`src/rtl/bin_to_thto_ctrl.sv`:
```
// ============================================================================
// Module      : bin_to_thto_ctrl
// Description : Sequential binary-to-BCD converter (shift-and-add-3). It also
//               produces registered active-low 7-segment codes, one display
//               per BCD digit.
//               Optional macro AUTO_CONV_EN: a new conversion also starts when
//               ini_val differs from the value converted last.
// Revision    : 1.0 - initial release
// ============================================================================
`default_nettype none

module bin_to_thto_ctrl #(
  parameter int IVW  = 12,
  parameter int OTHW = 4,
  parameter int DPW  = 7
) (
  input  logic                  clk,
  input  logic                  rst,
  input  logic                  start,
  input  logic [IVW-1:0]        ini_val,
  output logic                  busy,
  output logic                  done,
  output logic [OTHW*4-1:0]     bcd_out,
  output logic [OTHW*DPW-1:0]   display
);

  localparam int BW = OTHW * 4;
  localparam int WW = IVW + BW;
  localparam int CW = $clog2(IVW + 1);

  localparam logic [1:0] IDLE  = 2'd0;
  localparam logic [1:0] LOAD  = 2'd1;
  localparam logic [1:0] SHIFT = 2'd2;
  localparam logic [1:0] DONE  = 2'd3;

  localparam logic [CW-1:0] LAST_CNT = CW'(IVW - 1);

  function automatic logic [63:0] pow10(input int n);
    logic [63:0] p;
    p = 64'd1;
    for (int i = 0; i < n; i++) p = p * 64'd10;
    return p;
  endfunction

  localparam logic [63:0] MAX_IN  = (64'd1 << IVW) - 64'd1;
  localparam logic [63:0] MAX_OUT = pow10(OTHW) - 64'd1;

  // The largest binary input must fit in the available BCD digits.
  generate
    if (MAX_IN > MAX_OUT) begin : g_param_fail
      $error("bin_to_thto_ctrl: OTHW too small for IVW");
    end
  endgenerate

  // Active-low segment pattern, segment a at bit 0; non-decimal codes blank.
  function automatic logic [6:0] seg7(input logic [3:0] d);
    case (d)
      4'd0:    return 7'h40;
      4'd1:    return 7'h79;
      4'd2:    return 7'h24;
      4'd3:    return 7'h30;
      4'd4:    return 7'h19;
      4'd5:    return 7'h12;
      4'd6:    return 7'h02;
      4'd7:    return 7'h78;
      4'd8:    return 7'h00;
      4'd9:    return 7'h10;
      default: return 7'h7F;
    endcase
  endfunction

  logic [1:0]          r_state;
  logic [WW-1:0]       r_work;
  logic [CW-1:0]       r_cnt;
  logic                r_done;
  logic [BW-1:0]       r_bcd;
  logic [OTHW*DPW-1:0] r_disp;

  logic [WW-1:0]       w_adj;
  logic [WW-1:0]       w_shift;
  logic [OTHW*DPW-1:0] w_next_disp;
  logic [OTHW*DPW-1:0] w_zero_disp;
  logic                w_trigger;

  // One shift-and-add-3 step: correct every BCD nibble, then shift left.
  always_comb begin
    w_adj = r_work;
    for (int n = 0; n < OTHW; n++) begin
      if (r_work[IVW+4*n +: 4] >= 4'd5)
        w_adj[IVW+4*n +: 4] = r_work[IVW+4*n +: 4] + 4'd3;
    end
    w_shift = w_adj << 1;
  end

  // Per-display decode of the post-shift digits; extra segments stay off.
  generate
    for (genvar g = 0; g < OTHW; g++) begin : g_disp
      logic [6:0] w_pat;
      logic [6:0] w_zero;
      assign w_pat  = seg7(w_shift[IVW+4*g +: 4]);
      assign w_zero = seg7(4'd0);
      if (DPW > 7) begin : g_wide
        assign w_next_disp[g*DPW +: DPW] = {{(DPW-7){1'b1}}, w_pat};
        assign w_zero_disp[g*DPW +: DPW] = {{(DPW-7){1'b1}}, w_zero};
      end else begin : g_narrow
        assign w_next_disp[g*DPW +: DPW] = w_pat[DPW-1:0];
        assign w_zero_disp[g*DPW +: DPW] = w_zero[DPW-1:0];
      end
    end
  endgenerate

`ifdef AUTO_CONV_EN
  logic [IVW-1:0] r_last;

  // Remember the value most recently taken into a conversion.
  always_ff @(posedge clk) begin
    if (rst)
      r_last <= '0;
    else if (r_state == LOAD)
      r_last <= ini_val;
  end

  assign w_trigger = start | (ini_val != r_last);
`else
  assign w_trigger = start;
`endif

  // Conversion sequencer; results are captured on entry to DONE.
  always_ff @(posedge clk) begin
    if (rst) begin
      r_state <= IDLE;
      r_work  <= '0;
      r_cnt   <= '0;
      r_done  <= 1'b0;
      r_bcd   <= '0;
      r_disp  <= w_zero_disp;
    end else begin
      r_done <= 1'b0;
      case (r_state)
        IDLE: begin
          if (w_trigger) r_state <= LOAD;
        end
        LOAD: begin
          r_work  <= {{BW{1'b0}}, ini_val};
          r_cnt   <= '0;
          r_state <= SHIFT;
        end
        SHIFT: begin
          r_work <= w_shift;
          r_cnt  <= r_cnt + CW'(1);
          if (r_cnt == LAST_CNT) begin
            r_state <= DONE;
            r_done  <= 1'b1;
            r_bcd   <= w_shift[WW-1 -: BW];
            r_disp  <= w_next_disp;
          end
        end
        DONE: begin
          r_state <= IDLE;
        end
        default: r_state <= IDLE;
      endcase
    end
  end

  assign busy    = (r_state != IDLE);
  assign done    = r_done;
  assign bcd_out = r_bcd;
  assign display = r_disp;

endmodule

`default_nettype wire
```
`config.mk`:
```
export PLATFORM = sky130hd
export DESIGN_NAME = bin_to_thto_ctrl
export DESIGN_NICKNAME = d
export VERILOG_FILES = /design/src/rtl/bin_to_thto_ctrl.sv
export SDC_FILE = /design/constraint.sdc
export NUM_CORES = 1
export LEC_CHECK = 0
export CORE_MARGIN = 4
export CORE_UTILIZATION = 35
export DETAILED_ROUTE_END_ITERATION = 8
export SYNTH_ARGS = -nofsm -noshare
export SYNTH_HDL_FRONTEND = slang
export SYNTH_SLANG_ARGS = --single-unit
```
`constraint.sdc`:
```
create_clock -name clk -period 4.2 [get_ports clk]
set_clock_uncertainty 0.1 [all_clocks]
set_input_delay 0.84 -clock clk [delete_from_list [all_inputs] [get_ports clk]]
set_output_delay 0.84 -clock clk [all_outputs]
set_load 0.01 [all_outputs]
```
==> results.cfg <==
[cells_and_area]
postLayoutCoreUtil_pct = 44.5
fin_nets = 583
drive_above_1_share_pct = 6.35
antenna_cells = 0
area_growth_pct = 24.5
final_cell_mix = nor2_1, dfxtp_1, clkdlybuf4s50_1
final_common_cell = nor2_1

[clock_tree]
cts_buffers = 9
cts_tree = yes
cts_root_buf = clkbuf_16
cts_resized = 0
post-cts-setup-buffers = 0
htreeDepth = 3
path_clk_slew_ns = 0.06
cts.path.max_buffers = 2
clk_latency_ns = 0.34
cts.sinks = 79
holdBufCountCts = 0

[critical_path]
path_cells = inv_1 -> ha_1 -> and2b_1 -> nor3_1 -> a21oi_1 -> ha_1 -> nor4_1 -> nor3_2
worst_ep_arrival_time_ns = 2.70
cp.required_ns = 4.32
cp_common_cell = ha_1
crit_path_start_kind = flop
cp-end-kind = flop
slowest_delay_ns = 0.59
cp_slowest_cell = dfxtp_1
critPathKind = reg -> reg
worstPathMaxFanout = 15

[die]
die_w_um = 116
rows = 39
dieArea_mm2 = 0.0134
coreArea_mm2 = 0.0114
die_h_um = 116
start_util_pct = 35.7
ioPinCount = 61

[sta]
fin_crit_ns = 2.58
finalCritPeriodShare_pct = 61.5
tightest_slew_ns = 0.758
fin_tns_setup_ns = 0
slew_headroom_pct = 48.0
drv_slew = 0
finalHoldViolCount = 0
finalSetupViolCount = 0
rsz0062_at_grt = false
clock.fmax_ghz = 0.387

[placed_design]
place.gp.congestion = 0.835
io_buffers = 60
hpwl_mm = 6.83

[route]
first_iter_violations = 206
wirelength_mm = 9.71
drt-wirelength-per-cell_um = 14.0
drc = 0
viasPerCell = 5.23
vias = 3631
firstDrtPassIters = 4
ant_nets = 0

[logic_synthesis]
synth_edf_count = 0
async_flop_share_pct = 0
ys.flop_type = dfxtp_1
synth_cells = 502
synth_warnings = 0
synth-seq-area-share_pct = 38.9
syn_nets = 538
netlist_area_mm2 = 0.00406
synth-seq-cells = 79
syn_area_per_cell_um2 = 8.10
synth_cell_type_count = 56

[flow_run]
maxCapViolCount = 0

[grt]
grt_usage_pct = 15.2
antenna_found_initial = 0
grt_pass1_wl_mm = 16.5
grt_pass1_vias = 3399
grt_overflow = 0
grt_max_degree = 34

[status]
status = finished, final reports clean

[power_and_ir_drop]
powerDensity_mw_per_mm2 = 393
vdd_ir_drop_max_mv = 0.237
power_leakage_nw = 1.87
power.total_mw = 1.99

[hold_path]
min_path_type = reg -> reg
[critical path, delay by kind of cell (launching register included)]
family / cells / cell delay, ns
compound gates: 1 / 0.14
fa+ha+maj: 2 / 0.60
buf+inv: 1 / 0.16
flops: 1 / 0.59
simple gates: 4 / 0.89
[layout make-up]
| class | count | area (µm²) |
|---|---|---|
| clock buffer | 11 | 243 |
| multi-input combinational | 369 | 2260 |
| fill | 1119 | 6310 |
| timing repair buffer | 66 | 641 |
| sequential | 79 | 1580 |
| clock inverter | 4 | 70.1 |
| inverter | 22 | 82.6 |
| tap | 143 | 179 |
[power by group]
| group | switching (mW) | internal [mW] | total (mW) | leakage, nW |
|---|---|---|---|---|
| Clock | 0.297 | 0.531 | 0.829 | 0.155 |
| Sequential | 0.0315 | 0.799 | 0.830 | 0.639 |
| Combinational | 0.209 | 0.120 | 0.329 | 1.07 |
[path summary, 6_finish.rpt]
kind / from / to / slack, ns / cells past startpoint
setup / recovery: r_work[20]$_SDFFE_PP0P_ / display[21]$_SDFFE_PP0P_ / 1.62 / 8
hold / removal: bcd_out[13]$_SDFFE_PP0P_ / bcd_out[13]$_SDFFE_PP0P_ / 0.35 / 2
setup reg to reg: r_work[20]$_SDFFE_PP0P_ / display[21]$_SDFFE_PP0P_ / 1.62 / 8
hold reg to reg: bcd_out[13]$_SDFFE_PP0P_ / bcd_out[13]$_SDFFE_PP0P_ / 0.35 / 2
[flip-flops by register name (all words and copies together) (netlist names)]
register and flops:
display 28, r_work 28, bcd_out 16, r_cnt 4
r_state 2, done 1
[synthesized netlist by cell type, types with 3 or more instances]
cell type | instances | area [µm²]
nor2_1 | 82 | 308
dfxtp_1 | 79 | 1580
nand2_1 | 51 | 191
a21oi_1 | 33 | 165
a211oi_1 | 23 | 173
nor3_1 | 22 | 110
ha_1 | 21 | 263
inv_1 | 21 | 78.8
clkbuf_1 | 18 | 67.6
mux2i_1 | 18 | 180
a22oi_1 | 15 | 113
o21ai_0 | 15 | 75.1
nand3_1 | 11 | 55.1
buf_2 | 10 | 50.1
a311oi_1 | 6 | 52.6
nand2b_1 | 6 | 37.5
xnor2_1 | 6 | 52.6
nor2b_1 | 5 | 31.3
nor4_1 | 4 | 25.0
o21ai_1 | 4 | 20.0
a21oi_2 | 3 | 26.3
buf_1 | 3 | 11.3
o21a_1 | 3 | 22.5
o22ai_1 | 3 | 18.8
[kinds of logic after synthesis]
kind of cell               share of synthesized area, %
and+or+nand+nor                                    21.4
AOI/OAI and AO/OA                                  20.6
DFF                                                38.9
buffers and inverters                              5.39
muxes                                              5.97
adders and majority gates                          6.47
xor gates and xnor gates                           1.29
[per-stage QoR]
step,cells,hold WS (ns),worst slack [ns],instance area (µm²)
after floorplan,502,0.341,1.98,4060
after CTS,694,0.358,1.64,5060
after global placement,679,0.345,1.74,4750
after global routing,694,0.374,1.38,5060
after detailed placement,679,0.350,1.66,4750
final,694,0.353,1.62,5060
[metal layers]
layer	wire [µm]	GRT usage, %	up-vias
li1	-	-	1848
met1	4330	19.3	1675
met2	4640	25.1	98
met3	655	4.96	10
met4	94	3.94	0
met5	0	0	-
Power figures use the tool's default switching activity.
